$ cat src/rtl/adv_drc_axi_pusher_mo.sv
// DMA write pusher: round-robin arbitration of per-path descriptor/data FIFOs onto one AXI4
// write master, with decoupled AW/W channels, bounded outstanding bursts and per-path B status.
module adv_drc_axi_pusher_mo #(
  parameter int p_paths     = 2,
  parameter int p_id_bits   = 4,
  parameter int p_data_bits = 128,
  parameter int p_max_out   = 4
) (
  input  logic                           i_clk,
  input  logic                           i_rst,
  input  logic [p_paths*40-1:0]          paths_burst_in,
  input  logic [p_paths-1:0]             paths_burst_empty,
  output logic [p_paths-1:0]             paths_burst_rd,
  input  logic [p_paths*p_data_bits-1:0] paths_data_in,
  input  logic [p_paths-1:0]             paths_data_empty,
  output logic [p_paths-1:0]             paths_data_rd,
  output logic [31:0]                    awaddr,
  output logic [7:0]                     awlen,
  output logic [2:0]                     awsize,
  output logic [1:0]                     awburst,
  output logic [3:0]                     awcache,
  output logic [2:0]                     awproto,
  output logic [p_id_bits-1:0]           awid,
  output logic                           awvalid,
  input  logic                           awready,
  output logic [p_data_bits-1:0]         wdata,
  output logic [p_data_bits/8-1:0]       wstrb,
  output logic                           wlast,
  output logic                           wvalid,
  input  logic                           wready,
  input  logic [p_id_bits-1:0]           bid,
  input  logic [1:0]                     bresp,
  input  logic                           bvalid,
  output logic                           bready,
  output logic [p_paths-1:0]             o_done,
  output logic [p_paths-1:0]             o_err,
  input  logic [p_paths-1:0]             i_err_clr,
  output logic [$clog2(p_max_out):0]     o_outstanding
);
  localparam int lp_pw = (p_paths > 1) ? $clog2(p_paths) : 1;
  localparam int lp_qw = (p_max_out > 1) ? $clog2(p_max_out) : 1;
  localparam int lp_ow = $clog2(p_max_out) + 1;

  typedef enum logic {AW_IDLE, AW_ADDR} aw_state_t;
  typedef enum logic {W_IDLE, W_BURST} w_state_t;

  // Handshakes: a transfer happens on a rising edge where valid && ready; once valid is
  // raised, the payload is held stable and valid stays high until that transfer.

  logic [39:0]            w_desc [p_paths];
  logic [p_data_bits-1:0] w_data [p_paths];
  for (genvar g = 0; g < p_paths; g++) begin : g_unpack
    assign w_desc[g] = paths_burst_in[g*40 +: 40];
    assign w_data[g] = paths_data_in[g*p_data_bits +: p_data_bits];
  end

  aw_state_t        r_aw_state, w_aw_next;
  logic [lp_pw-1:0] r_rr_ptr, r_aw_path, w_grant, w_idx;
  logic [31:0]      r_awaddr;
  logic [7:0]       r_awlen;
  logic             w_grant_valid, w_aw_start, w_aw_hs;
  logic [lp_ow-1:0] r_out;
  logic [lp_pw+7:0] r_q_mem [p_max_out];
  logic [lp_qw-1:0] r_q_wr, r_q_rd;
  logic [lp_ow-1:0] r_q_cnt;
  logic             w_q_full;
  w_state_t         r_w_state, w_w_next;
  logic [lp_pw-1:0] r_w_path;
  logic [7:0]       r_w_cnt;
  logic             w_w_start, w_wvalid, w_w_hs;
  logic             r_bready, w_b_hs;
  logic [p_paths-1:0] w_b_mask, r_done, r_err;

  // First non-empty path strictly after the pointer, wrapping around.
  always_comb begin
    w_grant_valid = 1'b0;
    w_grant       = '0;
    w_idx         = '0;
    for (int k = 1; k <= p_paths; k++) begin
      w_idx = lp_pw'((int'(r_rr_ptr) + k) % p_paths);
      if (!w_grant_valid && !paths_burst_empty[w_idx]) begin
        w_grant_valid = 1'b1;
        w_grant       = w_idx;
      end
    end
  end

  assign w_q_full   = (r_q_cnt == lp_ow'(p_max_out));
  assign w_aw_start = !i_rst && (r_aw_state == AW_IDLE) && w_grant_valid &&
                      (r_out < lp_ow'(p_max_out)) && !w_q_full;
  assign w_aw_hs    = (r_aw_state == AW_ADDR) && awready;

  always_comb begin
    w_aw_next      = r_aw_state;
    paths_burst_rd = '0;
    case (r_aw_state)
      AW_IDLE: if (w_aw_start) begin
        w_aw_next               = AW_ADDR;
        paths_burst_rd[w_grant] = 1'b1;
      end
      AW_ADDR: if (awready) w_aw_next = AW_IDLE;
      default: w_aw_next = AW_IDLE;
    endcase
  end

  always_ff @(posedge i_clk) begin
    if (i_rst) begin
      r_aw_state <= AW_IDLE;
      r_rr_ptr   <= lp_pw'(p_paths - 1);
      r_aw_path  <= '0;
      r_awaddr   <= '0;
      r_awlen    <= '0;
    end else begin
      r_aw_state <= w_aw_next;
      if (w_aw_start) begin
        r_aw_path <= w_grant;
        r_awaddr  <= w_desc[w_grant][39:8];
        r_awlen   <= w_desc[w_grant][7:0] - 8'd1;
      end
      if (w_aw_hs) r_rr_ptr <= r_aw_path;
    end
  end

  // Command queue hands {path, awlen} from the AW side to the W side.
  function automatic logic [lp_qw-1:0] f_q_next(input logic [lp_qw-1:0] ptr);
    return (ptr == lp_qw'(p_max_out - 1)) ? '0 : ptr + lp_qw'(1);
  endfunction

  always_ff @(posedge i_clk) begin
    if (w_aw_hs) r_q_mem[r_q_wr] <= {r_aw_path, r_awlen};
  end

  always_ff @(posedge i_clk) begin
    if (i_rst) begin
      r_q_wr  <= '0;
      r_q_rd  <= '0;
      r_q_cnt <= '0;
    end else begin
      if (w_aw_hs) r_q_wr <= f_q_next(r_q_wr);
      if (w_w_start) r_q_rd <= f_q_next(r_q_rd);
      case ({w_aw_hs, w_w_start})
        2'b10:   r_q_cnt <= r_q_cnt + lp_ow'(1);
        2'b01:   r_q_cnt <= r_q_cnt - lp_ow'(1);
        default: r_q_cnt <= r_q_cnt;
      endcase
    end
  end

  assign w_w_start = (r_w_state == W_IDLE) && (r_q_cnt != '0);
  assign w_wvalid  = !i_rst && (r_w_state == W_BURST) && !paths_data_empty[r_w_path];
  assign w_w_hs    = w_wvalid && wready;

  always_comb begin
    w_w_next      = r_w_state;
    paths_data_rd = '0;
    case (r_w_state)
      W_IDLE:  if (w_w_start) w_w_next = W_BURST;
      W_BURST: if (w_w_hs) begin
        paths_data_rd[r_w_path] = 1'b1;
        if (r_w_cnt == 8'd0) w_w_next = W_IDLE;
      end
      default: w_w_next = W_IDLE;
    endcase
  end

  always_ff @(posedge i_clk) begin
    if (i_rst) begin
      r_w_state <= W_IDLE;
      r_w_path  <= '0;
      r_w_cnt   <= '0;
    end else begin
      r_w_state <= w_w_next;
      if (w_w_start) {r_w_path, r_w_cnt} <= r_q_mem[r_q_rd];
      else if (w_w_hs) r_w_cnt <= r_w_cnt - 8'd1;
    end
  end

  // Out-of-range bids match no mask bit, so they only retire an outstanding burst.
  always_comb begin
    w_b_mask = '0;
    for (int p = 0; p < p_paths; p++) w_b_mask[p] = (bid == p_id_bits'(p));
  end
  assign w_b_hs = bvalid && r_bready;

  always_ff @(posedge i_clk) begin
    if (i_rst) begin
      r_bready <= 1'b0;
      r_done   <= '0;
      r_err    <= '0;
      r_out    <= '0;
    end else begin
      r_bready <= 1'b1;
      r_done   <= w_b_hs ? w_b_mask : '0;
      r_err    <= (r_err & ~i_err_clr) | ((w_b_hs && (bresp != 2'b00)) ? w_b_mask : '0);
      case ({w_aw_hs, w_b_hs})
        2'b10:   r_out <= r_out + lp_ow'(1);
        2'b01:   r_out <= r_out - lp_ow'(1);
        default: r_out <= r_out;
      endcase
    end
  end

  assign awaddr        = r_awaddr;
  assign awlen         = r_awlen;
  assign awsize        = 3'($clog2(p_data_bits / 8));
  assign awburst       = 2'b01;
  assign awcache       = 4'b0011;
  assign awproto       = 3'b000;
  assign awid          = p_id_bits'(r_aw_path);
  assign awvalid       = (r_aw_state == AW_ADDR);
  assign wdata         = w_data[r_w_path];
  assign wstrb         = '1;
  assign wlast         = w_wvalid && (r_w_cnt == 8'd0);
  assign wvalid        = w_wvalid;
  assign bready        = r_bready;
  assign o_done        = r_done;
  assign o_err         = r_err;
  assign o_outstanding = r_out;
endmodule

$ cat config.mk
export PLATFORM = sky130hd
export DESIGN_NAME = adv_drc_axi_pusher_mo
export DESIGN_NICKNAME = d
export VERILOG_FILES = /design/src/rtl/adv_drc_axi_pusher_mo.sv
export SDC_FILE = /design/constraint.sdc
export NUM_CORES = 1
export LEC_CHECK = 0
export CAP_MARGIN = 20
export CORE_AREA = 8 8 216 218
export CTS_BUF_LIST = sky130_fd_sc_hd__clkbuf_16
export CTS_CLUSTER_SIZE = 25
export DETAILED_ROUTE_END_ITERATION = 8
export DIE_AREA = 0 0 224 226
export GPL_ROUTABILITY_DRIVEN = 0
export PLACE_DENSITY = 0.47
export SYNTH_ARGS = -nofsm -noshare
export SYNTH_HDL_FRONTEND = slang
export SYNTH_SLANG_ARGS = --single-unit
$ cat constraint.sdc
create_clock -name i_clk -period 8.4 [get_ports i_clk]
set_clock_uncertainty 0.2 [all_clocks]
set_input_delay 1.68 -clock i_clk [delete_from_list [all_inputs] [get_ports i_clk]]
set_output_delay 1.68 -clock i_clk [all_outputs]
set_load 0.005 [all_outputs]
# [Word-level counts from Yosys, hierarchy flattened]
# Memory sizes are Yosys's and may differ from the RTL's. A register that Yosys moved wholly into a read port is not among the register bits.
# Cells that the tools add are included.
[word_totals] register_bits=68 mem_bits_rw=36 inputBits=353 n_memories=1
[op_classes] addsub=10 order_cmp=9 eq_ne=8 n_mux=43 bitwise=8 n_reduce_logical=27
[memory_table] memory="r_q_mem" depth=4 width=9 rd=1 rd_ports_with_merged_regs=1 wr=1 line="63" rtl="logic [lp_pw+7:0] r_q_mem [p_max_out];"
[op_table] cell="$mux W128" n=3
[op_table] cell="$mux W40" n=3
[op_table] cell="$mux W1" n=20
[op_table] cell="$mux W2" n=9
[op_table] cell="$mux W8" n=2
[op_table] cell="$sub A8 B1 Y8 const B" n=2
[op_table] cell="$logic_and A1 B1 Y1" n=15
[op_table] cell="$pmux W3 S2" n=2
[op_table] cell="$eq A2 B2 Y1 const B" n=4
[op_table] cell="$logic_not A8 Y1" n=1
[op_table] cell="$lt A1 B2 Y1 const B" n=4
[op_table] cell="$reduce_bool A2 Y1" n=4
[op_table] cell="$add A3 B1 Y3 const B" n=2
[op_table] cell="$sub A3 B1 Y3 const B" n=2
[op_table] cell="$add A2 B1 Y2 const B" n=2
[op_table] cell="$eq A2 B1 Y1 const B" n=2
[op_table] cell="$eq A4 B1 Y1 const B" n=1
[op_table] cell="$ge A2 B2 Y1 const B" n=2
[op_table] cell="$logic_not A1 Y1" n=4
[op_table] cell="$logic_not A4 Y1" n=1
[op_table] cell="$not A1 Y2" n=2
[op_table] cell="$pmux W1 S2" n=2
[op_table] cell="$eq A3 B3 Y1 const B" n=1
[op_table] cell="$lt A3 B3 Y1 const B" n=1
[op_table] cell="9 further kinds" n=14

# [Depth between registers and ports, before layout]
[logic_depth] ltp_word=12 ltp_mapped=10 mapped_depth_nobuf=9

# [Least setup slack after synthesis]
# No wires, ideal clock.
[synth_path] kind="input to output" startpoint="input port i_rst" endpoint="output port paths_burst_rd[1]" arrival_ps=2700 setup_slack_ps=3820 stages=5 path_buffers=1 cell_sequence="or3_1 -> a221oi_4 -> buf_6 -> nand2_1 -> inv_1"
[synth_between] elab_chain_len=7
[synth_rtl] element="from (decl)" line="10" rtl="input logic i_rst,"
[synth_rtl] element="$logic_not A1 Y1" line="89" rtl="assign w_aw_start = !i_rst && (r_aw_state == AW_IDLE) && w_grant_valid &&"
[synth_rtl] element="$logic_and A1 B1 Y1 (3 in series)" line="89"
[synth_rtl] element="$logic_and A1 B1 Y1" line="90" rtl="(r_out < lp_ow'(p_max_out)) && !w_q_full;"
[synth_rtl] element="$mux W2" line="97" rtl="AW_IDLE: if (w_aw_start) begin"
[synth_rtl] element="$mux W2" line="96" rtl="case (r_aw_state)"
[synth_rtl] element="to (decl)" line="13" rtl="output logic [p_paths-1:0] paths_burst_rd,"
# No other way between the ends.

# [Worst setup path after layout]
[layout_path] startpoint="input port paths_burst_empty[0]" endpoint="output port paths_burst_rd[1]"
[layout_between] elab_chain_len=11
[layout_rtl] element="from (decl)" line="12" rtl="input logic [p_paths-1:0] paths_burst_empty,"
[layout_rtl] element="$mux W1 (not written as such) (2 in series)" line="81" rtl="if (!w_grant_valid && !paths_burst_empty[w_idx]) begin"
[layout_rtl] element="$logic_not A1 Y1" line="81"
[layout_rtl] element="$logic_and A1 B1 Y1" line="81"
[layout_rtl] element="$mux W1" line="81"
[layout_rtl] element="$lt A1 B2 Y1 (not written as such) or $ge A1 B1 Y1 (tied branches)" line="99" rtl="paths_burst_rd[w_grant] = 1'b1;"
[layout_rtl] element="$logic_and A1 B1 Y1 (not written as such)" line="99"
[layout_rtl] element="$mux W1 (not written as such)" line="99"
[layout_rtl] element="$demux W1 S1" line="99"
[layout_rtl] element="$mux W2 (*)" line="97"
[layout_rtl] element="$mux W2 (*)" line="96"
# Every way passes the cells marked *; elsewhere a longest branch is shown, timed or not. The select of a mux whose other input is x is not followed.

==> metrics.yaml <==
run_status:
  outcome: "finished, final reports clean"
power_and_ir_drop:
  p_switching_mw: 0.871
  power.density_nw_per_um2: 196
  intPower_mw: 1.62
  vdd_drop_max_uv: 106
  finalPower_mw: 2.49
  combPwrFrac_pct: 52.9
  p_clk_share_pct: 18.4
  seqPwrFrac_pct: 28.7
  p_leak_nw: 4.46
  switching_share_pct: 35.0
critical_path:
  r2r-start: "r_rr_ptr"
  worstPathCellList: "clkdlybuf4s50_1 -> nor2b_1 -> nor2_2 -> buf_4 -> nand2_1 -> inv_1 -> clkdlybuf4s50_1"
  worstRegToRegCells: 9
  worst_ep_arrival_time_ns: 4.18
  worstReg2RegEnd: "awlen[6]"
  required_ns: 6.52
  critical-path-max-stage-delay_ns: 0.65
  path_common_cell: "clkdlybuf4s50_1"
  critPathLaunch: "paths_burst_empty[0]"
  start_kind: "input pin"
  r2r_slack_ns: 5.48
  crit_path_max_fanout: 21
  endpoint_kind: "output port"
  critPathKind: "in -> out"
  slowest_stage: "clkdlybuf4s50_1"
detailed_routing:
  wl_met1_um: 16200
  viasPerCell: 3.95
  drc: 0
  num_vias: 6988
  routed_wl_um: 43700
  routed.top_layer: "met5"
  wl_per_cell_um: 24.7
  antenna_left: 0
  drt_iter0_drc: 194
  firstDrtPassIters: 5
  wl_met3_um: 4550
  wl_met2_um: 21400
timing:
  hold_viol: 0
  hold-worst-slack_ns: 0.279
  period_minus_slack_ns: 6.06
  tightest_slew_ns: 0.808
  setup_tns_ns: 0
  final.setup.worst_slack_ns: 2.34
  fin_crit_sh_pct: 72.2
  rsz0062_at_grt: "false"
  fmax_mhz: 165
  timing.final.max_slew_violations: 0
  timing.slew.headroom_pct: 46.1
  setup_viol: 0
placed_design:
  place_hpwl_um: 37800
  io_buffers: 536
  dpl_worst_slack_ns: 2.30
  post-place-cells: 1740
  dpl_cell_area_um2: 12300
floorplanning:
  die_h_um: 226
  rows: 77
  io_pins: 568
  core_area_um2: 43500
  die_w_um: 224
  start_util_pct: 15.0
  dieArea_um2: 50600
cells_and_area:
  instances_no_fill: 1767
  syn2layout_area_growth_pct: 94.5
  drive_above_1_share_pct: 14.6
  layout_common_cells: "clkdlybuf4s50_1, mux2_2, nand2_1, dfxtp_1, nor2_1"
  layout_commonest_cell: "clkdlybuf4s50_1"
  final_util_pct: 29.2
  fin_area_um2: 12700
  final_nets: 1524
logic_synthesis:
  postSynthAreaPerCell_um2: 10.0
  synth_flop_cell: "dfxtp_1"
  syn_area_um2: 6530
  ys_ff_latch: 106
  yosys.cell_types.count: 53
  ys_warn_count: 0
  syn_inst: 652
  async_flop_share_pct: 0
  ys_seq_area_share_pct: 38.0
  synth-edff-count: 36
min_path:
  whs_endpoint: "o_err[0]"
  worstHoldStart: "o_err[0]"
  min_path_cells: 2
  hp-class: "reg -> reg"
clocking:
  cts-buffers-inserted: 9
  clk_latency_ns: 0.36
  path_clk_slew_ns: 0.08
  cts_root_buffer: "clkbuf_16"
  cts_num_sinks: 106
  cts_tree: "yes"
  cts-hold-fix-buffers: 0
  postCtsSetupBuffers: 0
  htree_levels: 3
  clock_path_buffers: 2
  cts_resized: 0
global_routing:
  grt_antenna_before_repair: 18
  grt_max_degree: 71
  grt_util_all_layers_pct: 16.3
  overflow: 0
  grt_pass1_vias: 7380
  grt_pass1_wl_um: 58400
flow_run:
  cap_violations: 0
## synthesized netlist by cell type, types with 3 or more instances
cell        n  area, um2
mux2_2    129       1450
nand2_1    78        293
dfxtp_1    70       1400
nor2_1     55        206
edfxtp_1   36       1080
a311oi_1   34        298
buf_4      32        240
clkbuf_1   30        113
inv_1      18       67.6
a21oi_1    16       80.1
nor3_1     12       60.1
ha_1       10        125
nand3_1    10       50.1
mux4_2      9        203
o21ai_0     9       45.0
a211oi_1    7       52.6
buf_2       7       35.0
or3_1       7       43.8
and3_1      6       37.5
xnor2_1     6       52.6
xor2_1      6       52.6
o211ai_1    5       37.5
o31ai_1     5       37.5
buf_6       4       45.0
nand2b_1    4       25.0
nor4_1      4       25.0
and2_1      3       18.8
mux2i_1     3       30.0
or4_1       3       22.5
## worst max-delay path by stage
stage	endpoint	slack, ns	cells after the start
2_1_floorplan	paths_burst_rd[1]	3.82	5
3_3_place_gp	paths_burst_rd[1]	2.36	7
3_5_place_dp	paths_burst_rd[1]	2.30	7
4_1_cts	paths_burst_rd[1]	2.30	7
5_1_grt	paths_burst_rd[1]	2.13	7
6_report	paths_burst_rd[1]	2.34	7
## cell families (layout without fill, tap and decap cells)
kind of cell	count (synthesis)	in the layout	share of synthesized area, %
adder cells (fa/ha/maj)	12	12	2.53
AO/OA/AOI/OAI	89	89	10.4
flip-flops	106	106	38.0
AND/OR/NAND/NOR	197	197	13.7
other	2	42	0.115
multiplexers	141	141	25.8
buffers and inverters	93	576	7.80
XOR/XNOR	12	12	1.61
## layout make-up
cell class / instances / area [um2]
clock buffer: 9 / 225
sequential: 106 / 2490
multi-input combinational: 482 / 3650
antenna: 11 / 27.5
inverter: 18 / 67.6
tap: 592 / 741
timing repair buffer: 542 / 5410
fill: 4618 / 30800
clock inverter: 7 / 93.8
## state kept, by name (all words and copies together) (netlist names), 2 cells and up, named ones only
register and count:
r_q_mem 36, awaddr 32, awlen 8, r_w_cnt 8, o_outstanding 3, r_q_cnt 3
o_done 2, o_err 2, r_q_rd 2, r_q_wr 2
## routing by layer
| layer | global-route usage, % | vias up |
|---|---|---|
| li1 | - | 3342 |
| met1 | 16.9 | 3231 |
| met2 | 28.8 | 353 |
| met3 | 7.58 | 48 |
| met4 | 5.52 | 14 |
| met5 | 0 | - |
## power by group through the flow
stage	clock [mW]	combinational, mW	sequential [mW]
2_1_floorplan	0	0.609	0.680
6_report	0.460	1.32	0.715
3_3_place_gp	0	1.34	0.726
3_5_place_dp	0	1.34	0.728
5_1_grt	0.497	1.41	0.731
4_1_cts	0.478	1.35	0.718
## worst max-delay path, delay by kind of cell
kind	cells	cell delay, ns
buf+inv	4	1.59
simple gates	3	0.91
Power figures use the tool's default switching activity.
